===== src/rtl/mem_access_stage.sv =====
// -----------------------------------------------------------------------------
// mem_access_stage
//
// MEM stage of the pipeline. It takes the EX/MEM register outputs, runs loads
// and stores over a req/ack data-memory port with variable latency, stalls the
// front of the pipeline while an access is outstanding, and holds the MEM/WB
// pipeline register.
//
// Handshake: mem_req rises on the edge that enters WAIT. mem_req, mem_we,
// mem_addr and mem_wdata then stay stable until the edge where mem_ack is
// sampled high. That edge completes the access and drops mem_req. mem_rdata is
// only looked at on that edge. A mem_ack seen in IDLE is ignored.
//
// Optional feature (macro MEM_TIMEOUT_EN): a WAIT-cycle counter abandons an
// access after TIMEOUT_CYCLES cycles without mem_ack and sets the sticky
// mem_err flag. When the macro is undefined, WAIT lasts until mem_ack and
// mem_err is tied to 0.
//
// Ports:
//   clk, rst_n            clock (rising edge), synchronous active-low reset
//   RegWrite, MemtoReg,
//   MemWrite, MemRead,
//   Result, RtData, MuxIn EX/MEM register outputs (Result is also the address)
//   mem_rdata, mem_ack    memory read data and completion strobe
//   mem_req, mem_we,
//   mem_addr, mem_wdata   registered memory request
//   stall                 combinational; freezes PC, IF/ID, ID/EX, EX/MEM
//   mem_err               sticky timeout flag
//   RegWriteOut, MemtoRegOut, ReadDataOut, ResultOut, MuxOut   MEM/WB register
// -----------------------------------------------------------------------------
module mem_access_stage #(
  parameter int TIMEOUT_CYCLES = 255
) (
  input  logic        clk,
  input  logic        rst_n,
  input  logic        RegWrite,
  input  logic        MemtoReg,
  input  logic        MemWrite,
  input  logic        MemRead,
  input  logic [31:0] Result,
  input  logic [31:0] RtData,
  input  logic [4:0]  MuxIn,
  input  logic [31:0] mem_rdata,
  input  logic        mem_ack,
  output logic        mem_req,
  output logic        mem_we,
  output logic [31:0] mem_addr,
  output logic [31:0] mem_wdata,
  output logic        stall,
  output logic        mem_err,
  output logic        RegWriteOut,
  output logic        MemtoRegOut,
  output logic [31:0] ReadDataOut,
  output logic [31:0] ResultOut,
  output logic [4:0]  MuxOut
);

  typedef enum logic {IDLE = 1'b0, WAIT = 1'b1} state_t;

  // Exposed for checkers to bind to.
  state_t state;

  logic access;
  logic timeout;

  // A store that also has MemRead set is treated as a store.
  assign access = MemRead | MemWrite;

  // Empty marker block that is generated only for an illegal TIMEOUT_CYCLES
  // (legal range 1..65535).
  if (TIMEOUT_CYCLES < 1 || TIMEOUT_CYCLES > 65535) begin : g_timeout_cycles_illegal
  end

`ifdef MEM_TIMEOUT_EN
  localparam logic [15:0] TIMEOUT_LAST = 16'(TIMEOUT_CYCLES - 1);

  logic [15:0] wait_cnt;
  logic        err_q;

  // Last permitted WAIT cycle with no ack. A same-cycle ack wins.
  assign timeout = (state == WAIT) && !mem_ack && (wait_cnt == TIMEOUT_LAST);
  assign mem_err = err_q;
`else
  assign timeout = 1'b0;
  assign mem_err = 1'b0;
`endif

  // Stall is low on the completing (or abandoning) cycle, so EX/MEM advances
  // on the same edge that MEM/WB captures the instruction.
  always_comb begin
    stall = 1'b0;
    if (rst_n) begin
      case (state)
        IDLE:    stall = access;
        WAIT:    stall = ~mem_ack & ~timeout;
        default: stall = 1'b0;
      endcase
    end
  end

  always_ff @(posedge clk) begin
    if (!rst_n) begin
      state       <= IDLE;
      mem_req     <= 1'b0;
      mem_we      <= 1'b0;
      mem_addr    <= 32'd0;
      mem_wdata   <= 32'd0;
      RegWriteOut <= 1'b0;
      MemtoRegOut <= 1'b0;
      ReadDataOut <= 32'd0;
      ResultOut   <= 32'd0;
      MuxOut      <= 5'd0;
`ifdef MEM_TIMEOUT_EN
      wait_cnt    <= 16'd0;
      err_q       <= 1'b0;
`endif
    end else begin
      case (state)
        IDLE: begin
          if (access) begin
            state       <= WAIT;
            mem_req     <= 1'b1;
            mem_we      <= MemWrite;
            mem_addr    <= Result;
            mem_wdata   <= RtData;
            RegWriteOut <= 1'b0;
            MemtoRegOut <= 1'b0;
            ReadDataOut <= 32'd0;
            ResultOut   <= 32'd0;
            MuxOut      <= 5'd0;
`ifdef MEM_TIMEOUT_EN
            wait_cnt    <= 16'd0;
`endif
          end else begin
            RegWriteOut <= RegWrite;
            MemtoRegOut <= MemtoReg;
            ReadDataOut <= 32'd0;
            ResultOut   <= Result;
            MuxOut      <= MuxIn;
          end
        end
        WAIT: begin
          if (mem_ack) begin
            state       <= IDLE;
            mem_req     <= 1'b0;
            RegWriteOut <= RegWrite;
            MemtoRegOut <= MemtoReg;
            // mem_we was captured from the same, frozen, EX/MEM contents.
            ReadDataOut <= mem_we ? 32'd0 : mem_rdata;
            ResultOut   <= Result;
            MuxOut      <= MuxIn;
`ifdef MEM_TIMEOUT_EN
          end else if (timeout) begin
            // Abandoned access retires without a register write.
            state       <= IDLE;
            mem_req     <= 1'b0;
            err_q       <= 1'b1;
            RegWriteOut <= 1'b0;
            MemtoRegOut <= MemtoReg;
            ReadDataOut <= 32'd0;
            ResultOut   <= Result;
            MuxOut      <= MuxIn;
`endif
          end else begin
            RegWriteOut <= 1'b0;
            MemtoRegOut <= 1'b0;
            ReadDataOut <= 32'd0;
            ResultOut   <= 32'd0;
            MuxOut      <= 5'd0;
`ifdef MEM_TIMEOUT_EN
            wait_cnt    <= wait_cnt + 16'd1;
`endif
          end
        end
        default: state <= IDLE;
      endcase
    end
  end

endmodule


===== config.mk =====
export PLATFORM = sky130hd
export DESIGN_NAME = mem_access_stage
export DESIGN_NICKNAME = d
export VERILOG_FILES = /design/src/rtl/mem_access_stage.sv
export SDC_FILE = /design/constraint.sdc
export NUM_CORES = 1
export LEC_CHECK = 0
export ABC_AREA = 1
export BUFFER_PORTS_ARGS = -buffer_cell sky130_fd_sc_hd__buf_4
export CORE_MARGIN = 3
export CORE_UTILIZATION = 49
export DETAILED_ROUTE_END_ITERATION = 6
export PLACE_DENSITY_LB_ADDON = 0.2
export SYNTH_ARGS = -nofsm -noshare
export SYNTH_HDL_FRONTEND = slang
export SYNTH_SLANG_ARGS = --single-unit

===== constraint.sdc =====
create_clock -name clk -period 1.7 [get_ports clk]
set_clock_uncertainty 0.05 [all_clocks]
set_input_delay 0.17 -clock clk [delete_from_list [all_inputs] [get_ports clk]]
set_output_delay 0.17 -clock clk [all_outputs]
set_load 0.005 [all_outputs]

==> results.yml, run 1 <==
outcome:
  status: "completed"
drt:
  wl_um: 17700
  vias: 5445
  wl_met2_um: 9150
  maxUsedRoutingLayer: "met4"
  remaining_drc_errors: 0
  drt-wirelength-per-cell_um: 15.4
  drt_pass1_iterations: 7
  drt-initial-drc-count: 299
  detail-route-antenna-nets: 0
  wl_met3_um: 1580
  route.layer.met1.wl_um: 6110
  vias_per_cell: 4.75
place:
  dpl.hpwl_um: 9800
  placement.cell_area_mm2: 0.00684
  placedCellCount: 1010
  gp_routability_congestion: 0.829
  count_of_buffers_from_port_buffering: 245
setup_path:
  ff2ff_path_depth: 5
  timing.critical_path.fanout_max: 3
  critical_path.endpoint: "stall"
  critical_path_start_end_classification: "in -> out"
  r2r_start: "state"
  worstPathRequired_ps: 1480
  worst_setup_path_start_kind: "primary input"
  cpPeakStageDelay_ps: 540
  worst_r2r_endpoint: "ResultOut[18]"
  cp_data_arrival_time_ps: 1350
  setup.reg_to_reg.worst_slack_ps: 390
  cp_common_cell: "sky130_fd_sc_hd__buf_4"
  worstSetupEndpointType: "output pin"
  crit_path_cell_trace: "dlygate4sd3_1 -> buf_4 -> inv_1 -> nand2_2 -> o21ai_1 -> nor2_1 -> buf_4"
  crit_path_top_delay_cell: "sky130_fd_sc_hd__dlygate4sd3_1"
  critical_path.startpoint: "MemWrite"
finish:
  diodes: 0
  utilization_pct: 87.0
  final_nets: 1110
  post-route-cell-area_mm2: 0.00850
  synthToLayoutAreaGrowth_pct: 72.1
  finalNonFillerCells: 1146
  final_layout_size_suffix_gt1_share_pct: 29.8
  number_of_filler_cells_placed_in_the_layout: 494
logic_synthesis:
  post_synth_instance_area_mm2: 0.00494
  synth_fa_ha_area_share_pct: 0
  yosys-top-cells-area: "sky130_fd_sc_hd__dfxtp_1, sky130_fd_sc_hd__nor2_1, sky130_fd_sc_hd__nand2_1"
  synth_simple_gate_area_share_pct: 31.1
  synthXorXnorAreaFrac_pct: 0
  yosys_register_bits: 138
  synth_sequential_area_ratio_pct: 55.9
  post_synth_mux_area_share_pct: 0
  yosys_warnings: 0
  yosysUniqueCellTypes: 18
  count_of_flip_flops_with_a_built_in_enable_after_synthesis: 0
  synthTopCellsByCount: "sky130_fd_sc_hd__nor2_1, sky130_fd_sc_hd__dfxtp_1, sky130_fd_sc_hd__nand2_1"
  synthesis.area_per_instance_um2: 7.46
  yosys.cell_count.top_type: "sky130_fd_sc_hd__nor2_1"
  synth-compound-area-share_pct: 0.481
  synth-main-ff-cell: "sky130_fd_sc_hd__dfxtp_1"
  combinational_family_with_the_most_area_after_synthesis: "simple AND/OR/NAND/NOR gates"
  synthDominantCellAreaShare_pct: 55.9
  netlist_instances: 662
  postSynth.asyncResetShare_pct: 0
  yosysTopAreaCell: "sky130_fd_sc_hd__dfxtp_1"
  synth.net_count: 770
floorplan:
  num_rows: 36
  ios: 247
  fp.dieH_um: 106
  die_area_mm2: 0.0113
  die_width_um: 106
  core_mm2: 0.00977
  floorplan.initialDensity_pct: 50.5
global_routing:
  grt_overflow_total: 0
  grt_max_degree: 40
  grt_first_pass_wirelength_um: 28300
  antenna_found_initial: 0
  grt_pass1_vias: 5731
  globalRouteTotalUtil_pct: 31.7
power_and_ir_drop:
  power-per-cell-area_mw_per_mm2: 1030
  power_leakage_nw: 4.56
  max-vdd-ir-drop_v: 0.000615
clock_tree:
  clock_sink_count: 138
  clock_insertion_delay_worst_skew_ps: 510
  h-tree-depth: 4
  cts.root.buffer_cell: "sky130_fd_sc_hd__clkbuf_8"
  post-cts-setup-buffer-count: 0
  cts-buffers-inserted: 17
  worst_setup_hold_path_clk_slew_ps: 60
  clockBufferDepth: 2
  cts_tree: "built"
hold_path:
  class_of_the_tightest_hold_or_removal_check: "in -> reg"
sta:
  hold-worst-slack_ps: 37.4
  final_period_minus_worst_setup_slack_ps: 1570
  report.final.setup_viol: 0
  fmax_ghz: 0.638
  tns_ps: 0
  report.final.slew_viol_count: 0
  period_share_pct: 92.2
  final_hold_vio_count: 0
  grt_setup_unrepaired: "false"
job:
  drv.max_cap_violation_count: 0
[logic make-up after synthesis]
logic type | Yosys count
buffers and inverters | 142
flip-flops | 138
other | 1
AO/OA/AOI/OAI | 4
AND/OR/NAND/NOR | 377
[where the power goes]
group	internal, mW	leakage (nW)	total [mW]	switching [mW]
Combinational	0.746	3.14	1.39	0.649
Sequential	3.44	1.13	3.55	0.104
Clock	2.40	0.285	3.78	1.38
[area by class of cell]
type	instances	area (um2)	area share (%)
timing repair buffer	361	3010	35.4
sequential	138	2760	32.5
multi-input combinational	382	1570	18.5
clock buffer	18	428	5.03
inverter	102	383	4.50
clock inverter	12	174	2.05
tap	133	166	1.96
[how the worst min path moves through the flow]
stage | from | end | slack (ps) | cells after the start
detailed placement | mem_rdata[21] | ReadDataOut[21] | 340 | 3
finish | rst_n | mem_addr[2] | 40 | 3
CTS | rst_n | mem_wdata[21] | 20 | 3
floorplan | mem_rdata[0] | ReadDataOut[0] | 230 | 2
global route | rst_n | mem_wdata[29] | 30 | 3
global placement | mem_rdata[28] | ReadDataOut[28] | 330 | 3
[critical path: cells and delay by family]
kind,cells,cell delay (ps)
buf+inv,4,890
compound gates,1,160
simple gates,2,130
[placed cells by master (no fill, tap or decap), drive strengths merged]
master	synthesis	layout
dlygate4sd3	0	106
clkinvlp	0	4
nand3	66	66
bufinv	0	4
clkbuf	10	18
nand2	108	108
inv	102	103
o21ai	1	1
dfxtp	138	138
conb	1	1
a21oi	3	3
buf	30	255
clkinv	0	3
nor2	203	203
[repair_timing]
action | CTS | global route
hold buffers | 106 | 0
hold endpoints to repair | 138 | 0
resized for setup | 0 | 2
endpoints found under the setup margin | 0 | 1
[registers in the layout, summed over array words and instances, names as in the netlist]
register and cells:
ReadDataOut 32, ResultOut 32, mem_addr 32, mem_wdata 32, MuxOut 5, MemtoRegOut 1
RegWriteOut 1, mem_req 1, mem_we 1, state 1
[routing by layer]
layer | GRT usage (%) | vias up
li1 | - | 2614
met1 | 32.0 | 2496
met2 | 57.1 | 275
met3 | 11.0 | 60
met4 | 16.7 | 0
met5 | 0 | -
[through the flow]
| step | setup WS, ps | total power [mW] |
|---|---|---|
| 2_1_floorplan | 583 | 4.12 |
| 3_3_place_gp | 460 | 4.71 |
| 3_5_place_dp | 362 | 4.75 |
| 4_1_cts | 42.2 | 8.68 |
| 5_1_grt | 72.9 | 9.06 |
| 6_report | 133 | 8.72 |
No activity file was read; power rests on OpenSTA's default activity.
==> run 2, diff against run 1 <==
--- a/config.mk
+++ b/config.mk
@@ -7,7 +7,6 @@
 export LEC_CHECK = 0
 export ABC_AREA = 1
 export BUFFER_PORTS_ARGS = -buffer_cell sky130_fd_sc_hd__buf_4
-export CORE_MARGIN = 3
 export CORE_UTILIZATION = 49
 export DETAILED_ROUTE_END_ITERATION = 6
 export PLACE_DENSITY_LB_ADDON = 0.2
==> run 2 against run 1 <==
Effect of this change: final cell count grew 0.87%; critical endpoint unchanged; critical path depth is the same; sequential share of layout area shrank 0.22 points.
==> results.yml, run 2 (synthesized netlist as in run 1, its figures left out) <==
outcome:
  status: "completed"
floorplan:
  floorplan.initialDensity_pct: 50.5
  num_rows: 36
  die_width_um: 102
  ios: 247
  fp.dieH_um: 102
  core_mm2: 0.00977
  die_area_mm2: 0.0105
global_routing:
  grt_first_pass_wirelength_um: 27600
  grt_max_degree: 67
  grt_pass1_vias: 5646
  globalRouteTotalUtil_pct: 35.3
  grt_overflow_total: 0
  antenna_found_initial: 1
power_and_ir_drop:
  pwr-share-comb_pct: 16.8
  max-vdd-ir-drop_v: 0.000616
  power_leakage_nw: 4.57
  post-layout-total-power_mw: 8.57
  p_sw_share_pct: 25.4
  power.share.clock_pct: 41.7
  power_report.internal_total_mw: 6.39
  power-per-cell-area_mw_per_mm2: 1000
  total_switching_power_mw: 2.18
  power.share.sequential_pct: 41.5
setup_path:
  worstPathRequired_ps: 1480
  crit_path_top_delay_cell: "sky130_fd_sc_hd__dlygate4sd3_1"
  crit_path_cell_trace: "dlygate4sd3_1 -> buf_4 -> inv_1 -> nand2_2 -> o21ai_0 -> nor2_1 -> buf_4"
  setup.reg_to_reg.worst_slack_ps: 340
  timing.critical_path.fanout_max: 4
  r2r_start: "state"
  worst_r2r_endpoint: "ResultOut[5]"
  critical_path.startpoint: "MemRead"
  critical_path_start_end_classification: "in -> out"
  cp_common_cell: "sky130_fd_sc_hd__buf_4"
  cpPeakStageDelay_ps: 530
  worstSetupEndpointType: "output pin"
  ff2ff_path_depth: 4
  worst_setup_path_start_kind: "primary input"
  cp_data_arrival_time_ps: 1420
sta:
  period_share_pct: 96.2
  grt_setup_unrepaired: "false"
  report.final.slew_viol_count: 0
  final_period_minus_worst_setup_slack_ps: 1640
  report.final.setup_viol: 0
  fmax_ghz: 0.612
  final_hold_vio_count: 0
  tns_ps: 0
  hold-worst-slack_ps: 29.1
  worst_slack_ps: 64.9
drt:
  wl_um: 18500
  drt-initial-drc-count: 219
  detail-route-antenna-nets: 0
  vias: 5650
  remaining_drc_errors: 0
  vias_per_cell: 4.89
  drt-wirelength-per-cell_um: 16.0
  drt_pass1_iterations: 5
finish:
  synthToLayoutAreaGrowth_pct: 73.2
  final_nets: 1118
  commonest_cells_after_routing_fill_and_taps_aside: "sky130_fd_sc_hd__buf_4, sky130_fd_sc_hd__nor2_1, sky130_fd_sc_hd__dfxtp_1"
  final_layout_size_suffix_gt1_share_pct: 29.6
  post-route-cell-area_mm2: 0.00855
  layout_commonest_cell: "sky130_fd_sc_hd__buf_4"
clock_tree:
  clock_sink_count: 138
  post_cts_resize_count: 0
  clock_insertion_delay_worst_skew_ps: 520
  h-tree-depth: 4
  cts_tree: "built"
  worst_setup_hold_path_clk_slew_ps: 60
  post-cts-setup-buffer-count: 0
  cts.root.buffer_cell: "sky130_fd_sc_hd__clkbuf_8"
  clockBufferDepth: 2
  cts-buffers-inserted: 17
  cts-hold-fix-buffers: 113
hold_path:
  worstHoldPathCells: 5
  hold-path-endpoint: "mem_we"
  min_from: "MemWrite"
  class_of_the_tightest_hold_or_removal_check: "in -> reg"
job:
  drv.max_cap_violation_count: 0
place:
  placement.cell_area_mm2: 0.00684
  pre_cts_slack_ps: 344
  dpl.hpwl_um: 9200
  gp_routability_congestion: 0.823
  count_of_buffers_from_port_buffering: 245
## run 2: through the flow
stage / utilization [%] / instances
CTS: 87.5 / 1155
finish: 87.5 / 1156
detailed placement: 70.0 / 1011
global route: 87.5 / 1156
global placement: 70.0 / 1011
floorplan: - / 662
## run 2: layout make-up
cell class	instances	area [um2]
repair buffers	369	3090
flip-flops and latches	138	2760
multi-input cells	382	1570
fillers	467	1220
clock buffers	20	455
inverters	102	383
well taps	133	166
clock inverters	11	121
diodes	1	2.50
## run 2: critical path, delay by kind of cell
kind	cells	cell delay, ps
and+or+nand+nor	2	150
buffers and inverters	4	860
AOI/OAI and AO/OA	1	230
## run 2: how the worst max path moves through the flow
stage | end | slack [ps] | depth (start not counted)
floorplan | ResultOut[21] | 580 | 5
finish | stall | 60 | 7
global route | stall | 1 | 4
global placement | mem_wdata[3] | 400 | 6
CTS | stall | 70 | 4
detailed placement | mem_addr[25] | 340 | 6
## run 2: power groups by stage
stage          logic [mW]  clock network, mW  registers [mW]
5_1_grt              1.55               3.74            3.57
4_1_cts              1.36               3.57            3.54
3_3_place_gp         1.12                  0            3.60
3_5_place_dp         1.14                  0            3.61
2_1_floorplan       0.507                  0            3.62
6_report             1.44               3.57            3.55
## run 2: metal layers
metal / vias up / track usage, % / wire (um)
li1: 2632 / - / -
met1: 2587 / 34.5 / 6370
met2: 327 / 62.5 / 9490
met3: 104 / 10.8 / 1460
met4: 0 / 27.0 / 1230
met5: - / 0 / 0
